[src/rtl/br_resolve_pkg.sv]
// Shared types and constants for the branch resolution controller.
package br_resolve_pkg;

    localparam int unsigned RV32_PC_WIDTH = 32;

    typedef enum logic [1:0] {
        BRRES_IDLE     = 2'd0,
        BRRES_FLUSH    = 2'd1,
        BRRES_REDIRECT = 2'd2
    } brres_state_t;

    typedef struct packed {
        logic [RV32_PC_WIDTH-1:0] pc;
        logic [RV32_PC_WIDTH-1:0] target;
        logic                     taken;
    } upd_rec_t;

    localparam int unsigned BRRES_UPD_WIDTH = RV32_PC_WIDTH * 2 + 1;

    function automatic logic [RV32_PC_WIDTH-1:0] brres_next_pc(
        input logic                     taken,
        input logic [RV32_PC_WIDTH-1:0] pc,
        input logic [RV32_PC_WIDTH-1:0] target
    );
        return taken ? target : pc + RV32_PC_WIDTH'(4);
    endfunction

endpackage

[src/rtl/br_resolve_if.sv]
// Finish, redirect and predictor-update signals of the branch resolution controller.
interface br_resolve_if;
    import br_resolve_pkg::*;

    logic                     i_exfin;
    logic [RV32_PC_WIDTH-1:0] i_exfin_pc;
    logic [RV32_PC_WIDTH-1:0] i_exfin_jmpaddr;
    logic                     i_exfin_jmpcond;
    logic                     i_exfin_prsucc;
    logic                     i_exfin_prmiss;
    logic                     o_accessable;
    logic                     o_flush;
    logic                     o_redirect_vld;
    logic [RV32_PC_WIDTH-1:0] o_redirect_pc;
    logic                     i_redirect_rdy;
    logic                     o_upd_vld;
    logic [RV32_PC_WIDTH-1:0] o_upd_pc;
    logic [RV32_PC_WIDTH-1:0] o_upd_target;
    logic                     o_upd_taken;
    logic                     i_upd_rdy;
    logic                     o_ovf;

    modport slave (
        input  i_exfin, i_exfin_pc, i_exfin_jmpaddr, i_exfin_jmpcond,
               i_exfin_prsucc, i_exfin_prmiss, i_redirect_rdy, i_upd_rdy,
        output o_accessable, o_flush, o_redirect_vld, o_redirect_pc,
               o_upd_vld, o_upd_pc, o_upd_target, o_upd_taken, o_ovf
    );

    modport master (
        output i_exfin, i_exfin_pc, i_exfin_jmpaddr, i_exfin_jmpcond,
               i_exfin_prsucc, i_exfin_prmiss, i_redirect_rdy, i_upd_rdy,
        input  o_accessable, o_flush, o_redirect_vld, o_redirect_pc,
               o_upd_vld, o_upd_pc, o_upd_target, o_upd_taken, o_ovf
    );

endinterface

[src/rtl/br_resolve_sync_fifo.sv]
// Synchronous FIFO; a pop frees the slot for a same-cycle push when full.
module sync_fifo #(
    parameter int unsigned WIDTH = 8,
    parameter int unsigned DEPTH = 4
) (
    input  logic                     clk,
    input  logic                     rst,
    input  logic                     i_push,
    input  logic [WIDTH-1:0]         i_din,
    input  logic                     i_pop,
    output logic [WIDTH-1:0]         o_dout,
    output logic                     o_full,
    output logic                     o_empty,
    output logic [$clog2(DEPTH):0]   o_count
);
    localparam int unsigned AW = $clog2(DEPTH);
    localparam int unsigned CW = AW + 1;

    logic [WIDTH-1:0] r_mem [DEPTH];
    logic [AW-1:0]    r_wr_ptr;
    logic [AW-1:0]    r_rd_ptr;
    logic [CW-1:0]    r_count;
    logic             w_push;
    logic             w_pop;

    assign o_full  = (r_count == CW'(DEPTH));
    assign o_empty = (r_count == '0);
    assign o_count = r_count;
    assign o_dout  = r_mem[r_rd_ptr];
    assign w_pop   = i_pop && !o_empty;
    assign w_push  = i_push && (!o_full || w_pop);

    always_ff @(posedge clk) begin
        if (rst) begin
            r_wr_ptr <= '0;
            r_rd_ptr <= '0;
            r_count  <= '0;
        end else begin
            if (w_push) r_wr_ptr <= r_wr_ptr + 1'b1;
            if (w_pop)  r_rd_ptr <= r_rd_ptr + 1'b1;
            case ({w_push, w_pop})
                2'b10:   r_count <= r_count + 1'b1;
                2'b01:   r_count <= r_count - 1'b1;
                default: r_count <= r_count;
            endcase
        end
    end

    // Storage is not reset; empty/count gate everything visible downstream.
    always_ff @(posedge clk) begin
        if (w_push) r_mem[r_wr_ptr] <= i_din;
    end

endmodule

[src/rtl/br_resolve.sv]
// Branch resolution controller: misprediction flush/redirect FSM plus predictor update queue.
module br_resolve
    import br_resolve_pkg::*;
#(
    parameter int unsigned UPD_DEPTH    = 4,
    parameter int unsigned FLUSH_CYCLES = 2
) (
    input  logic         clk,
    input  logic         rst,
    br_resolve_if.slave  bus
);
    localparam int unsigned CW = $clog2(UPD_DEPTH) + 1;
    localparam int unsigned FW = $clog2(FLUSH_CYCLES) + 1;

    brres_state_t             r_state, w_state_nxt;
    logic [FW-1:0]            r_flush_cnt, w_flush_cnt_nxt;
    logic [RV32_PC_WIDTH-1:0] r_redirect_pc, w_redirect_pc_nxt;
    logic                     r_ovf;

    logic                       w_push_req;
    logic                       w_pop_req;
    logic                       w_miss;
    logic                       w_full;
    logic                       w_empty;
    logic [CW-1:0]              w_count;
    logic [BRRES_UPD_WIDTH-1:0] w_dout;
    upd_rec_t                   w_head;
    upd_rec_t                   w_rec_in;

    // prsucc is one-hot with prmiss on legal input; qualifying with it changes nothing there.
    assign w_miss    = bus.i_exfin_prmiss && !bus.i_exfin_prsucc;
    assign w_rec_in  = '{pc: bus.i_exfin_pc, target: bus.i_exfin_jmpaddr, taken: bus.i_exfin_jmpcond};
    assign w_pop_req = !w_empty && bus.i_upd_rdy;

    always_comb begin
        w_state_nxt       = r_state;
        w_flush_cnt_nxt   = r_flush_cnt;
        w_redirect_pc_nxt = r_redirect_pc;
        w_push_req        = 1'b0;
        case (r_state)
            BRRES_IDLE: begin
                w_push_req = bus.i_exfin;
                if (bus.i_exfin && w_miss) begin
                    w_state_nxt       = BRRES_FLUSH;
                    w_flush_cnt_nxt   = FW'(FLUSH_CYCLES - 1);
                    w_redirect_pc_nxt = brres_next_pc(bus.i_exfin_jmpcond,
                                                      bus.i_exfin_pc, bus.i_exfin_jmpaddr);
                end
            end
            BRRES_FLUSH: begin
                if (r_flush_cnt == '0) w_state_nxt = BRRES_REDIRECT;
                else                   w_flush_cnt_nxt = r_flush_cnt - 1'b1;
            end
            BRRES_REDIRECT: begin
                if (bus.i_redirect_rdy) w_state_nxt = BRRES_IDLE;
            end
            default: w_state_nxt = BRRES_IDLE;
        endcase
    end

    always_ff @(posedge clk) begin
        if (rst) begin
            r_state       <= BRRES_IDLE;
            r_flush_cnt   <= '0;
            r_redirect_pc <= '0;
            r_ovf         <= 1'b0;
        end else begin
            r_state       <= w_state_nxt;
            r_flush_cnt   <= w_flush_cnt_nxt;
            r_redirect_pc <= w_redirect_pc_nxt;
            if (w_push_req && w_full && !w_pop_req) r_ovf <= 1'b1;
        end
    end

    sync_fifo #(
        .WIDTH (BRRES_UPD_WIDTH),
        .DEPTH (UPD_DEPTH)
    ) u_upd_fifo (
        .clk     (clk),
        .rst     (rst),
        .i_push  (w_push_req),
        .i_din   (w_rec_in),
        .i_pop   (w_pop_req),
        .o_dout  (w_dout),
        .o_full  (w_full),
        .o_empty (w_empty),
        .o_count (w_count)
    );

    assign w_head = upd_rec_t'(w_dout);

    assign bus.o_flush        = (r_state == BRRES_FLUSH);
    assign bus.o_redirect_vld = (r_state == BRRES_REDIRECT);
    assign bus.o_redirect_pc  = r_redirect_pc;
    assign bus.o_accessable   = (r_state == BRRES_IDLE) && (w_count <= CW'(UPD_DEPTH - 2));
    assign bus.o_upd_vld      = !w_empty;
    assign bus.o_upd_pc       = w_empty ? '0   : w_head.pc;
    assign bus.o_upd_target   = w_empty ? '0   : w_head.target;
    assign bus.o_upd_taken    = w_empty ? 1'b0 : w_head.taken;
    assign bus.o_ovf          = r_ovf;

endmodule

[src/flat_wrapper.sv]
// flat-port wrapper written by rule: the top's interface ports become plain ports
module br_resolve_flat import br_resolve_pkg::*;
#(
    parameter int unsigned UPD_DEPTH    = 4,
    parameter int unsigned FLUSH_CYCLES = 2
)
  (clk, rst, bus_i_exfin, bus_i_exfin_pc, bus_i_exfin_jmpaddr, bus_i_exfin_jmpcond, bus_i_exfin_prsucc, bus_i_exfin_prmiss, bus_i_redirect_rdy, bus_i_upd_rdy, bus_o_accessable, bus_o_flush, bus_o_redirect_vld, bus_o_redirect_pc, bus_o_upd_vld, bus_o_upd_pc, bus_o_upd_target, bus_o_upd_taken, bus_o_ovf);
  br_resolve_if bus_i ();
  input  logic clk;
  input  logic rst;
  input wire logic [$bits(bus_i.i_exfin)-1:0] bus_i_exfin;
  input wire logic [$bits(bus_i.i_exfin_pc)-1:0] bus_i_exfin_pc;
  input wire logic [$bits(bus_i.i_exfin_jmpaddr)-1:0] bus_i_exfin_jmpaddr;
  input wire logic [$bits(bus_i.i_exfin_jmpcond)-1:0] bus_i_exfin_jmpcond;
  input wire logic [$bits(bus_i.i_exfin_prsucc)-1:0] bus_i_exfin_prsucc;
  input wire logic [$bits(bus_i.i_exfin_prmiss)-1:0] bus_i_exfin_prmiss;
  input wire logic [$bits(bus_i.i_redirect_rdy)-1:0] bus_i_redirect_rdy;
  input wire logic [$bits(bus_i.i_upd_rdy)-1:0] bus_i_upd_rdy;
  output wire logic [$bits(bus_i.o_accessable)-1:0] bus_o_accessable;
  output wire logic [$bits(bus_i.o_flush)-1:0] bus_o_flush;
  output wire logic [$bits(bus_i.o_redirect_vld)-1:0] bus_o_redirect_vld;
  output wire logic [$bits(bus_i.o_redirect_pc)-1:0] bus_o_redirect_pc;
  output wire logic [$bits(bus_i.o_upd_vld)-1:0] bus_o_upd_vld;
  output wire logic [$bits(bus_i.o_upd_pc)-1:0] bus_o_upd_pc;
  output wire logic [$bits(bus_i.o_upd_target)-1:0] bus_o_upd_target;
  output wire logic [$bits(bus_i.o_upd_taken)-1:0] bus_o_upd_taken;
  output wire logic [$bits(bus_i.o_ovf)-1:0] bus_o_ovf;
  assign bus_i.i_exfin = bus_i_exfin;
  assign bus_i.i_exfin_pc = bus_i_exfin_pc;
  assign bus_i.i_exfin_jmpaddr = bus_i_exfin_jmpaddr;
  assign bus_i.i_exfin_jmpcond = bus_i_exfin_jmpcond;
  assign bus_i.i_exfin_prsucc = bus_i_exfin_prsucc;
  assign bus_i.i_exfin_prmiss = bus_i_exfin_prmiss;
  assign bus_i.i_redirect_rdy = bus_i_redirect_rdy;
  assign bus_i.i_upd_rdy = bus_i_upd_rdy;
  assign bus_o_accessable = bus_i.o_accessable;
  assign bus_o_flush = bus_i.o_flush;
  assign bus_o_redirect_vld = bus_i.o_redirect_vld;
  assign bus_o_redirect_pc = bus_i.o_redirect_pc;
  assign bus_o_upd_vld = bus_i.o_upd_vld;
  assign bus_o_upd_pc = bus_i.o_upd_pc;
  assign bus_o_upd_target = bus_i.o_upd_target;
  assign bus_o_upd_taken = bus_i.o_upd_taken;
  assign bus_o_ovf = bus_i.o_ovf;
  br_resolve #(.UPD_DEPTH(UPD_DEPTH), .FLUSH_CYCLES(FLUSH_CYCLES)) u_core (.clk(clk), .rst(rst), .bus(bus_i));
endmodule
[config.mk]
export PLATFORM = sky130hd
export DESIGN_NAME = br_resolve_flat
export DESIGN_NICKNAME = d
export VERILOG_FILES = /design/src/rtl/br_resolve_pkg.sv /design/src/rtl/br_resolve_if.sv /design/src/rtl/br_resolve_sync_fifo.sv /design/src/rtl/br_resolve.sv /design/src/flat_wrapper.sv
export SDC_FILE = /design/constraint.sdc
export NUM_CORES = 1
export LEC_CHECK = 0
export ABC_AREA = 0
export CAP_MARGIN = 0
export CORE_MARGIN = 4
export CORE_UTILIZATION = 66
export CTS_BUF_LIST = sky130_fd_sc_hd__clkbuf_2 sky130_fd_sc_hd__clkbuf_4 sky130_fd_sc_hd__clkbuf_8
export CTS_CLUSTER_DIAMETER = 150
export DETAILED_ROUTE_END_ITERATION = 12
export DONT_BUFFER_PORTS = 1
export GPL_ROUTABILITY_DRIVEN = 0
export PLACE_DENSITY = 0.79
export SYNTH_ARGS = -nofsm -noshare
export SYNTH_HDL_FRONTEND = slang
export SYNTH_SLANG_ARGS = --single-unit
[constraint.sdc]
create_clock -name clk -period 4.35 [get_ports clk]
set_input_delay 0.87 -clock clk [delete_from_list [all_inputs] [get_ports clk]]
set_output_delay 0.87 -clock clk [all_outputs]
set_load 0.05 [all_outputs]
==> out/qor.yml <==
vias_per_cell: 6.400
pre_cts_ws_ns: 1.210
coreArea_um2: 18710
hpwl_um: 16280
timing.fmax_mhz: 278.8
nets: 839
setup_viol: 0
ioPinCount: 174
clk_latency_ns: 0.56
ys_ff_latch: 306
fin_crit_sh_pct: 82.45
grt_max_degree: 66
cts_buffers: 47
muxShareOfSynthArea_pct: 12.16
min_period_ns: 3.587
antenna_found_initial: 0
die_height_um: 145.8
grt_usage_pct: 24.28
synthSimpleGateAreaFrac_pct: 9.164
yosys.area.top_type_share_pct: 62.29
setup_tns_ns: 0
crit_fanout: 41
cp-end-kind: "primary output"
design.die.area_um2: 21260
drc_errors: 0
wire_per_inst_um: 24.81
powerDensity_nw_per_um2: 504.3
cts-htree-levels: 2
syn_nets: 830
synth_adder_area_share_pct: 0.7586
grt_pass1_wl_um: 40000
synth_largest_area_cell: "edfxtp_1"
grt-ovfl-total: 0
cts.repair.resized: 0
ff_latch_area_um2: 8736
antenna_left: 0
synth-seq-area-share_pct: 69.63
yosys_warnings: 0
clock-sinks: 306
cts_tree: "done"
synth_xor_area_share_pct: 2.236
io_buffers: 0
avgSynthCellArea_um2: 16.69
synth_top_family_by_area: "multiplexers"
num-fill-cells: 1109
skew_ns: 0.02580
grt_pass1_vias: 6737
worst-setup-path-type: "reg2out"
finalPower_w: 0.006889
ir_worst_vdd_v: 0.0002840
startpoint_type: "flip-flop"
synth_area_leaders: "edfxtp_1, mux4_2, dfxtp_1"
fp.dieW_um: 145.8
drt_iter0_markers: 526
p_leak_nw: 4.404
cap_violations: 0
start_util_pct: 67.01
slew_viol_final: 0
critPathArrivalTime_ns: 2.72
synth_compound_area_share_pct: 3.943
wirelength_um: 25550
multi_input_area_um2: 3560
cts_buffer_depth: 3
cts_hold_buffers: 0
fin_ws_ns: 0.7634
synth.cell_area_um2: 12530
vias: 6592
num_antenna_cells: 0
status: "complete, no violations"
hp-class: "in2reg"
required_ns: 3.48
postCtsSetupRepairBufs: 0
layout-drive-gt1-share_pct: 20.48
syn_inst: 751
cts.clk_slew.worst_paths_ns: 0.06
max_slew.worst_pin.slew_ns: 1.193
dr.pass1.iters: 5
hold_viol_final: 0
area_growth_pct: 8.974
rsz0062_at_grt: "no"
relSlewSlack_pct: 20.28
ys_types: 47
rows: 50
cts-root-buf: "clkbuf_8"
## sequential cells by signal (all words and copies together), names as in the netlist, named ones only
name                        cells
u_core.r_flush_cnt              2
u_core.bus.o_redirect_pc       32
u_core.u_upd_fifo.o_count       3
u_core.u_upd_fifo.r_wr_ptr      2
u_core.bus.o_ovf                1
u_core.r_state                  2
u_core.u_upd_fifo.r_mem       260
u_core.u_upd_fifo.r_rd_ptr      2
## cell families after synthesis
family	count (synthesis)
mux	71
simple gates	195
flops	306
compound gates	80
xor+xnor	32
fa+ha+maj	7
buf+inv	60
## per-layer routing
layer,routed length [um],track usage (%)
met4,580,6.695
met2,12180,37.50
met3,2397,8.377
met5,0,0
met1,10400,33.68
## through the flow
stage / std cells / hold WS [ns] / utilization, % / instance area [um^2]
after floorplan: 751 / 0.4641 / - / 12530
after global placement: 945 / 0.4763 / 67.89 / 12700
after detailed placement: 945 / 0.5013 / 67.89 / 12700
after CTS: 1030 / 0.3595 / 73.02 / 13660
after global routing: 1030 / 0.3493 / 73.02 / 13660
final: 1030 / 0.3850 / 73.02 / 13660
## cell usage after synthesis, drive strengths merged
cell type,n
nor3b,2
clkbuf,28
and2,72
mux2i,6
inv,14
or3,3
buf,18
o2111ai,1
o21ai,14
nand3b,8
xor2,25
and3,13
and4,2
nor3,3
or3b,1
fa,1
o221a,1
a31oi,4
nand4,12
nand2b,5
nor4b,1
a2111oi,1
a211oi,12
ha,6
mux4,65
o211ai,5
o22ai,9
a311oi,1
a21oi,31
nand2,21
a22oi,1
nor2b,3
nand3,14
xnor2,7
edfxtp,260
nor4,6
dfxtp,46
nor2,29
## placed cells by master, fill, tap and decap left out, types with 3 or more instances in the layout
| cell | n |
|---|---|
| edfxtp_1 | 260 |
| and2_1 | 68 |
| mux4_2 | 65 |
| clkbuf_8 | 56 |
| dfxtp_1 | 44 |
| a21oi_1 | 31 |
| nor2_1 | 29 |
| xor2_1 | 25 |
| nand2_1 | 21 |
| inv_1 | 14 |
| nand3_1 | 14 |
| and3_1 | 13 |
| clkbuf_4 | 13 |
| nand4_1 | 11 |
| o21ai_0 | 11 |
| clkinv_1 | 10 |
| a211oi_1 | 9 |
| o22ai_1 | 9 |
| nand3b_1 | 8 |
| xnor2_1 | 7 |
| mux2i_1 | 6 |
| ha_1 | 6 |
| nand2b_1 | 5 |
| o211ai_1 | 5 |
| clkinv_2 | 5 |
| buf_4 | 5 |
| and2_4 | 4 |
| nor4_1 | 4 |
| a31oi_1 | 4 |
| nor2b_1 | 3 |
| a211oi_2 | 3 |
| o21ai_1 | 3 |
| nor3_1 | 3 |
## cell type report
| class | count | area share (%) |
|---|---|---|
| Clock inverter | 16 | 0.6778 |
| Multi-Input combinational cell | 385 | 26.06 |
| Inverter | 14 | 0.3847 |
| Sequential cell | 306 | 63.96 |
| Tap cell | 234 | 2.143 |
| Clock buffer | 69 | 6.357 |
| Timing Repair Buffer | 6 | 0.4214 |
## worst max-delay path: stages, from the launching register on
cell,delay (ns)
dfxtp_1,0.55
or3_2,0.61
buf_4,0.47
and2_1,0.52
## path summary, 6_finish.rpt
check                               start                      endpoint  slack [ns]  cells after the start
max reg2reg  u_core.u_upd_fifo.o_count[1]  u_core.u_upd_fifo.o_count[2]        1.63                      6
max          u_core.u_upd_fifo.o_count[1]              bus_o_upd_pc[20]        0.76                      3
min reg2reg         u_core.r_flush_cnt[1]         u_core.r_flush_cnt[1]        0.51                      2
min                                   rst  u_core.bus.o_redirect_pc[22]        0.39                      1
## power breakdown
part / leakage, nW / internal (W) / switching, W
sequential: 2.76 / 0.00336 / 0.000142
clock: 0.512 / 0.00134 / 0.00104
combinational: 1.13 / 0.000295 / 0.000711
total: 4.40 / 0.00499 / 0.00190
(Power assumes the default switching activity.)
